<file path="src/rtl/delay_tap_ctrl.sv">
// Tap-setting controller for one output delay line: steps CE/INC one tap
// at a time with EN_VTC dropped, and verifies each step against CNTVALUEOUT.
module delay_tap_ctrl #(
    parameter int NUM_TAPS      = 6,
    parameter int CNT_W         = 9,
    parameter int VTC_WAIT      = 2,
    parameter int SETTLE_CYCLES = 4
) (
    input  logic             CLK,
    input  logic             RST,
    input  logic             req_valid,
    output logic             req_ready,
    input  logic [CNT_W-1:0] req_tap,
    output logic             dly_ce,
    output logic             dly_inc,
    output logic             dly_en_vtc,
    input  logic [CNT_W-1:0] dly_cntvalue,
    output logic [CNT_W-1:0] cur_tap,
    output logic             busy,
    output logic             done,
    output logic             err
);

    localparam int WMAX = (VTC_WAIT > SETTLE_CYCLES) ? VTC_WAIT : SETTLE_CYCLES;
    localparam int TW   = $clog2(WMAX + 1);

    localparam logic [CNT_W-1:0] MAX_TAP = CNT_W'(NUM_TAPS);
    localparam logic [TW-1:0]    VTC_LD  = TW'(VTC_WAIT - 1);
    localparam logic [TW-1:0]    SET_LD  = TW'(SETTLE_CYCLES - 1);

    typedef enum logic [2:0] {
        IDLE,
        VTC_OFF,
        STEP,
        SETTLE,
        CHECK,
        VTC_ON
    } state_t;

    state_t           state_q, state_d;
    logic [TW-1:0]    tmr_q, tmr_d;
    logic [CNT_W-1:0] tgt_q, tgt_d;
    logic [CNT_W-1:0] tap_d;
    logic [CNT_W-1:0] req_clamp, cnt_clamp;
    logic             inc_d, err_d;
    logic             ce_d, en_vtc_d, ready_d, busy_d, done_d;
    logic             accept;

    assign req_clamp = (req_tap > MAX_TAP) ? MAX_TAP : req_tap;
    assign cnt_clamp = (dly_cntvalue > MAX_TAP) ? MAX_TAP : dly_cntvalue;
    assign accept    = req_valid && req_ready;

    // VTC_ON also accepts so the next request can start on the edge ending done.
    always_comb begin
        state_d = state_q;
        tmr_d   = tmr_q;
        tgt_d   = tgt_q;
        tap_d   = cur_tap;
        inc_d   = dly_inc;
        err_d   = 1'b0;
        unique case (state_q)
            IDLE, VTC_ON: begin
                state_d = IDLE;
                if (accept) begin
                    tgt_d = req_clamp;
                    if (req_clamp == cur_tap) begin
                        state_d = VTC_ON;
                    end else begin
                        state_d = VTC_OFF;
                        tmr_d   = VTC_LD;
                    end
                end
            end
            VTC_OFF: begin
                if (tmr_q == '0) begin
                    state_d = STEP;
                    inc_d   = (tgt_q > cur_tap);
                end else begin
                    tmr_d = tmr_q - 1'b1;
                end
            end
            STEP: begin
                tap_d   = dly_inc ? cur_tap + 1'b1 : cur_tap - 1'b1;
                state_d = SETTLE;
                tmr_d   = SET_LD;
            end
            SETTLE: begin
                if (tmr_q == '0) begin
                    state_d = CHECK;
                end else begin
                    tmr_d = tmr_q - 1'b1;
                end
            end
            CHECK: begin
                if (dly_cntvalue != cur_tap) begin
                    tap_d   = cnt_clamp;
                    err_d   = 1'b1;
                    state_d = VTC_ON;
                end else if (cur_tap == tgt_q) begin
                    state_d = VTC_ON;
                end else begin
                    state_d = STEP;
                    inc_d   = (tgt_q > cur_tap);
                end
            end
            default: state_d = IDLE;
        endcase
    end

    // Outputs are decoded from the next state so they come straight off flops.
    always_comb begin
        ready_d  = (state_d == IDLE) || (state_d == VTC_ON);
        en_vtc_d = ready_d;
        busy_d   = !ready_d;
        ce_d     = (state_d == STEP);
        done_d   = (state_d == VTC_ON);
    end

    always_ff @(posedge CLK or posedge RST) begin
        if (RST) begin
            state_q    <= IDLE;
            tmr_q      <= '0;
            tgt_q      <= '0;
            cur_tap    <= '0;
            dly_inc    <= 1'b0;
            dly_ce     <= 1'b0;
            dly_en_vtc <= 1'b1;
            req_ready  <= 1'b1;
            busy       <= 1'b0;
            done       <= 1'b0;
            err        <= 1'b0;
        end else begin
            state_q    <= state_d;
            tmr_q      <= tmr_d;
            tgt_q      <= tgt_d;
            cur_tap    <= tap_d;
            dly_inc    <= inc_d;
            dly_ce     <= ce_d;
            dly_en_vtc <= en_vtc_d;
            req_ready  <= ready_d;
            busy       <= busy_d;
            done       <= done_d;
            err        <= err_d;
        end
    end

endmodule

</file>
<file path="config.mk">
export PLATFORM = sky130hd
export DESIGN_NAME = delay_tap_ctrl
export DESIGN_NICKNAME = d
export VERILOG_FILES = /design/src/rtl/delay_tap_ctrl.sv
export SDC_FILE = /design/constraint.sdc
export NUM_CORES = 1
export LEC_CHECK = 0
export CAP_MARGIN = 10
export CORE_MARGIN = 10
export CORE_UTILIZATION = 53
export CTS_CLUSTER_SIZE = 12
export DETAILED_ROUTE_END_ITERATION = 10
export PLACE_DENSITY = 0.86
export SLEW_MARGIN = 10
export SYNTH_ARGS = -nofsm -noshare
export SYNTH_HDL_FRONTEND = slang
export SYNTH_SLANG_ARGS = --single-unit
</file>
<file path="constraint.sdc">
create_clock -name CLK -period 2.45 [get_ports CLK]
set_input_delay 0.49 -clock CLK [delete_from_list [all_inputs] [get_ports CLK]]
set_output_delay 0.49 -clock CLK [all_outputs]
set_load 0.02 [all_outputs]
</file>
==> results of run 1 <==
[routing by layer]
layer  up-vias  wire [um]  share of wire  track usage
li1        984          -              -            -
met2        53       2590           0.47        0.250
met4         0        129          0.024       0.0761
met1       965       2450           0.45        0.185
met3        12        280          0.051       0.0430
met5         -          0              0            0
[placed cells by master, fill, tap and decap left out, types with 6 or more instances in the layout]
cell type,count
buf_4,19
a21oi_1,10
o21ai_0,18
nor2_1,11
nand2_1,13
nor3_1,9
xor2_1,12
and2_1,8
dfrtp_1,29
ha_1,18
inv_1,20
a31oi_1,6
clkdlybuf4s50_1,36
[metrics by stage]
step | instances | utilization
after floorplan | 239 | -
after global placement | 335 | 0.673
after detailed placement | 335 | 0.673
after CTS | 343 | 0.700
after global routing | 345 | 0.706
final | 345 | 0.706
[cells by family (layout without fill, tap and decap cells)]
family / after synthesis / after routing / share of synthesized area
and+or+nand+nor: 78 / 78 / 0.201
AOI/OAI and AO/OA: 67 / 67 / 0.210
DFF: 30 / 30 / 0.349
buffers and inverters: 27 / 83 / 0.0494
adders and majority gates: 19 / 19 / 0.114
xor gates and xnor gates: 15 / 15 / 0.0610
muxes: 3 / 3 / 0.0145
[where the power goes]
part / total (mW) / leakage (nW) / switching, mW / internal (mW)
clock network: 0.497 / 0.0579 / 0.198 / 0.299
registers: 0.867 / 0.374 / 0.193 / 0.673
logic: 2.27 / 0.844 / 1.19 / 1.08
[registers in the layout, indices dropped and copies added, names as in the netlist]
signal	flops
busy	1
cur_tap	9
dly_ce	1
dly_en_vtc	1
dly_inc	1
done	1
err	1
state_q	3
tgt_q	9
tmr_q	3
[what timing repair did]
action	in CTS	in global routing
buffers inserted	0	2
endpoints found under the setup margin	0	2
hold endpoints to repair	0	0
resized for setup	0	2
[worst max-delay path, stage by stage]
cell             delay [ps]
clkdlybuf4s50_1         400
or4_4                   540
or3_4                   340
a32o_2                  280
and4_4                  190
or3_1                   300
[layout make-up]
| type | instances | area [um^2] |
|---|---|---|
| Clock buffer | 5 | 68.8 |
| Clock inverter | 3 | 40.0 |
| Fill cell | 320 | 1170 |
| Inverter | 20 | 75.1 |
| Multi-Input combinational cell | 182 | 1300 |
| Sequential cell | 30 | 752 |
| Tap cell | 50 | 62.6 |
| Timing Repair Buffer | 55 | 503 |
[worst min path at each step]
| stage | cells after the start | end | startpoint | slack, ps |
|---|---|---|---|---|
| after global routing | 1 | tgt_q[8] | tgt_q[8] | 520 |
| after CTS | 1 | tgt_q[6] | tgt_q[6] | 500 |
| after floorplan | 2 | tgt_q[1] | tgt_q[1] | 450 |
| after global placement | 2 | tgt_q[1] | tgt_q[1] | 470 |
| after detailed placement | 1 | tgt_q[8] | tgt_q[8] | 480 |
| final | 1 | tgt_q[8] | tgt_q[8] | 490 |
==> flow_summary.yaml, run 1 <==
setup_path:
  reg2reg_from: "dly_inc"
  cp.required_ps: 2620
  cp.arrival_ps: 2560
  cp-endpoint: "state_q[2]"
  critPathKind: "in2reg"
  critPathLaunchType: "input pin"
  r2r_slack_ps: 170
  endpoint_kind: "flop"
  crit_start: "req_tap[5]"
  reg2reg_depth: 8
  worstPathMaxFanout: 4
  reg2reg_to: "cur_tap[8]"
logic_synthesis:
  synth-edff-count: 0
  yosysTopAreaCell: "dfrtp_1"
  ys_types: 53
  synthTopCellsByArea: "dfrtp_1, ha_1, xor2_1"
  synth_ff_type: "dfrtp_1"
  ys_ff_latch: 30
  syn_area_per_cell_um2: 9.00
  syn-num-nets: 279
  netlist_area_um2: 2150
  synth_warnings: 0
  synthCells: 239
  synthDominantCellAreaShare: 0.337
  ys_top_cells_by_count: "dfrtp_1, inv_1, ha_1, o21ai_0, nand2_1"
  synthArstFlopShare: 1.00
  seq_area_frac_synth: 0.349
  synth.most_common_cell: "dfrtp_1"
pwr:
  power_mw: 3.63
  ir_drop_v: 0.000922
  power_density_nw_per_um2: 1290
  p_leak_nw: 1.28
detailed_routing:
  wl_per_cell_um: 15.8
  antenna_left: 0
  drc: 0
  drt-total-wl_um: 5450
  routed_via_density: 5.84
  drtIter0Drc: 133
  dr_total_vias: 2014
  dr.pass1.iters: 4
floorplan:
  num_rows: 23
  initial_utilization: 0.542
  boundaryPins: 37
  die_area_um2: 7010
  fp.dieH_um: 83.7
  die_w_um: 83.7
  core-area_um2: 3970
cells_and_area:
  fin_area_um2: 2810
  n_antenna_cell: 0
  syn_to_final_growth_pct: 30.3
  drive_gt1_frac: 0.132
  final_nets: 334
global_route:
  antenna_found_initial: 0
  grt_max_degree: 31
  grt_pass1_wl_um: 9130
  grt_pass1_vias: 2005
  gr-total-overflow: 0
  gr-usage-all-layers: 0.156
worst_hold_path:
  hp-class: "reg2reg"
clocking:
  cts_buffers: 5
  cts_hold_buf: 0
  clk_pin_slew_ps: 70
  cts_tree: "done"
  clk_path_buf_depth: 2
  cts_root_buf: "clkbuf_8"
  insertion_delay_ps: 290
  h-tree-depth: 2
  clock_sinks: 30
run:
  maxCapViolations: 0
sta:
  slew_headroom: 0.708
  tns_ps: 0
  holdWs_ps: 495
  worst_slew_pin_slew_ps: 435
  setup_violations: 0
  skew_ps: 4.64
  fin_crit_sh: 0.975
  fmax_mhz: 419
  hold_viol: 0
  setup_ws_ps: 61.6
  final_max_slew_viol_count: 0
  period_needed_ps: 2390
placed_design:
  pre_cts_slack_ps: -282
  gp_congestion: 0.883
  place_area_um2: 2670
  hpwl_um: 4270
  portBuffers: 36
run_status:
  status: "completed"
No activity file was read; power rests on OpenSTA's default activity.
==> run 2: changes to the inputs <==
--- a/config.mk
+++ b/config.mk
@@ -7,10 +7,11 @@
 export LEC_CHECK = 0
 export CAP_MARGIN = 10
 export CORE_MARGIN = 10
-export CORE_UTILIZATION = 53
+export CORE_UTILIZATION = 50
 export CTS_CLUSTER_SIZE = 12
 export DETAILED_ROUTE_END_ITERATION = 10
-export PLACE_DENSITY = 0.86
+export HOLD_SLACK_MARGIN = 0.08
+export PLACE_DENSITY = 0.82
 export SLEW_MARGIN = 10
 export SYNTH_ARGS = -nofsm -noshare
 export SYNTH_HDL_FRONTEND = slang
==> flow_summary.yaml, run 2 (same netlist as run 1, synthesis figures left out) <==
placed_design:
  dp.cells: 333
  gp_congestion: 0.856
  portBuffers: 36
  hpwl_um: 4350
cells_and_area:
  post_layout_nonfiller_instances: 341
  n_antenna_cell: 0
  final_common_cell: "clkdlybuf4s50_1"
  final_nets: 330
  reg_top3: "cur_tap: 9 flops, tgt_q: 9 flops"
  drive_gt1_frac: 0.117
  regArea_um2: 752
  final_cell_mix: "clkdlybuf4s50_1, dfrtp_1, inv_1"
  fill_cells: 358
  syn_to_final_growth_pct: 28.1
  multiInputGateArea_um2: 1300
run_status:
  violations: "negative setup slack"
  status: "complete, but fails checks"
detailed_routing:
  top_layer_used: "met4"
  wl_met1_um: 2540
  wl_met3_um: 266
  drtIter0Drc: 130
  drc: 0
  drt-total-wl_um: 5630
  routed_via_density: 5.83
  antenna_left: 0
  route.met2.wl_um: 2750
  dr_total_vias: 1989
  dr.pass1.iters: 4
  wl_per_cell_um: 16.5
pwr:
  seqPwrFrac: 0.246
  switching_share: 0.446
  intPower_mw: 1.96
  power_mw: 3.54
  power_density_nw_per_um2: 1280
  ir_drop_v: 0.000884
  p_leak_nw: 1.25
  p_comb_frac: 0.637
  clockPowerShare: 0.117
  switchingPower_mw: 1.58
floorplan:
  fp.dieH_um: 85.6
  num_rows: 23
  initial_utilization: 0.527
  boundaryPins: 37
  die_w_um: 85.6
  die_area_um2: 7330
  core-area_um2: 4090
sta:
  rsz0062_at_grt: "yes"
  final_max_slew_viol_count: 0
  skew_ps: 10.0
  period_needed_ps: 2460
  fin_crit_sh: 1.00
  hold_viol: 0
  tns_ps: -12.0
  worst_slew_pin_slew_ps: 437
  setup_ws_ps: -12.0
  slew_headroom: 0.706
  setup_violations: 1
  fmax_mhz: 406
clocking:
  cts_buffers: 5
  insertion_delay_ps: 280
  clk_path_buf_depth: 2
  h-tree-depth: 2
  clk_pin_slew_ps: 70
  clock_sinks: 30
  cts_root_buf: "clkbuf_8"
  cts_tree: "done"
  cts_hold_buf: 0
  cts_setup_buffers: 0
setup_path:
  endpoint_kind: "flop"
  crit_start: "req_tap[5]"
  worstPathMaxFanout: 4
  reg2reg_from: "dly_inc"
  critPathKind: "in2reg"
  critPathLaunchType: "input pin"
  cp.required_ps: 2620
  cp.arrival_ps: 2630
run:
  maxCapViolations: 0
global_route:
  gr-usage-all-layers: 0.160
  antenna_found_initial: 0
  gr-total-overflow: 0
  grt_pass1_wl_um: 9630
  grt_pass1_vias: 2079
  grt_max_degree: 31
worst_hold_path:
  hp-class: "reg2reg"
  hp-start: "tgt_q[7]"
## run 2: cell types whose count changed in the layout (fill, tap and decap cells not counted)
cell	delta
buf_4	-4
bufinv_16	-1
clkbuf_1	+1
clkbuf_8	+1
clkinv_2	-1
## run 2: power groups by stage
stage	combinational (mW)	clock (mW)	sequential, mW
floorplan	1.44	0	0.950
global placement	2.15	0	0.866
detailed placement	2.21	0	0.874
CTS	2.24	0.420	0.866
global route	2.52	0.442	0.901
finish	2.25	0.416	0.871
## run 2: metal layers
layer / vias up / GRT usage
li1: 971 / -
met1: 954 / 0.191
met2: 57 / 0.269
met3: 7 / 0.0426
met4: 0 / 0.0584
met5: - / 0
## run 2: layout make-up
class,instances,share of cell area
inverter,20,0.0272
sequential,30,0.273
timing repair buffer,51,0.172
tap,50,0.0227
clock buffer,7,0.0313
clock inverter,1,0.00181
multi-input combinational,182,0.473
## run 2: per-stage QoR
step | hold slack [ps] | utilization | worst slack, ps | cell area [um^2]
finish | 495 | 0.675 | -12.0 | 2760
CTS | 497 | 0.674 | 4.35 | 2750
floorplan | 454 | - | 28.1 | 2150
detailed placement | 480 | 0.650 | -313 | 2660
global route | 518 | 0.675 | -36.6 | 2760
global placement | 474 | 0.650 | -240 | 2660
## run 2: path summary, 6_finish.rpt
path	to	slack, ps	cells past startpoint
worst min register to register	tgt_q[7]	490	1
max in group asynchronous	dly_en_vtc	1550	3
min in group asynchronous	done	590	3
worst min-delay path	tgt_q[7]	490	1
worst max register to register	cur_tap[8]	150	8
worst max-delay path	state_q[2]	-10	6
## run 2: repair_timing
action                     in CTS  in global routing
setup endpoints to repair       1                  2
resized for setup               1                  1
pin swaps                       0                  1
gates cloned                    0                  0
hold endpoints to repair        0                  0
## run 2: critical path, cell delays in order
cell	delay, ps
clkdlybuf4s50_1	400
or4_4	560
or3_4	360
a32o_2	290
and4_4	200
or3_1	340
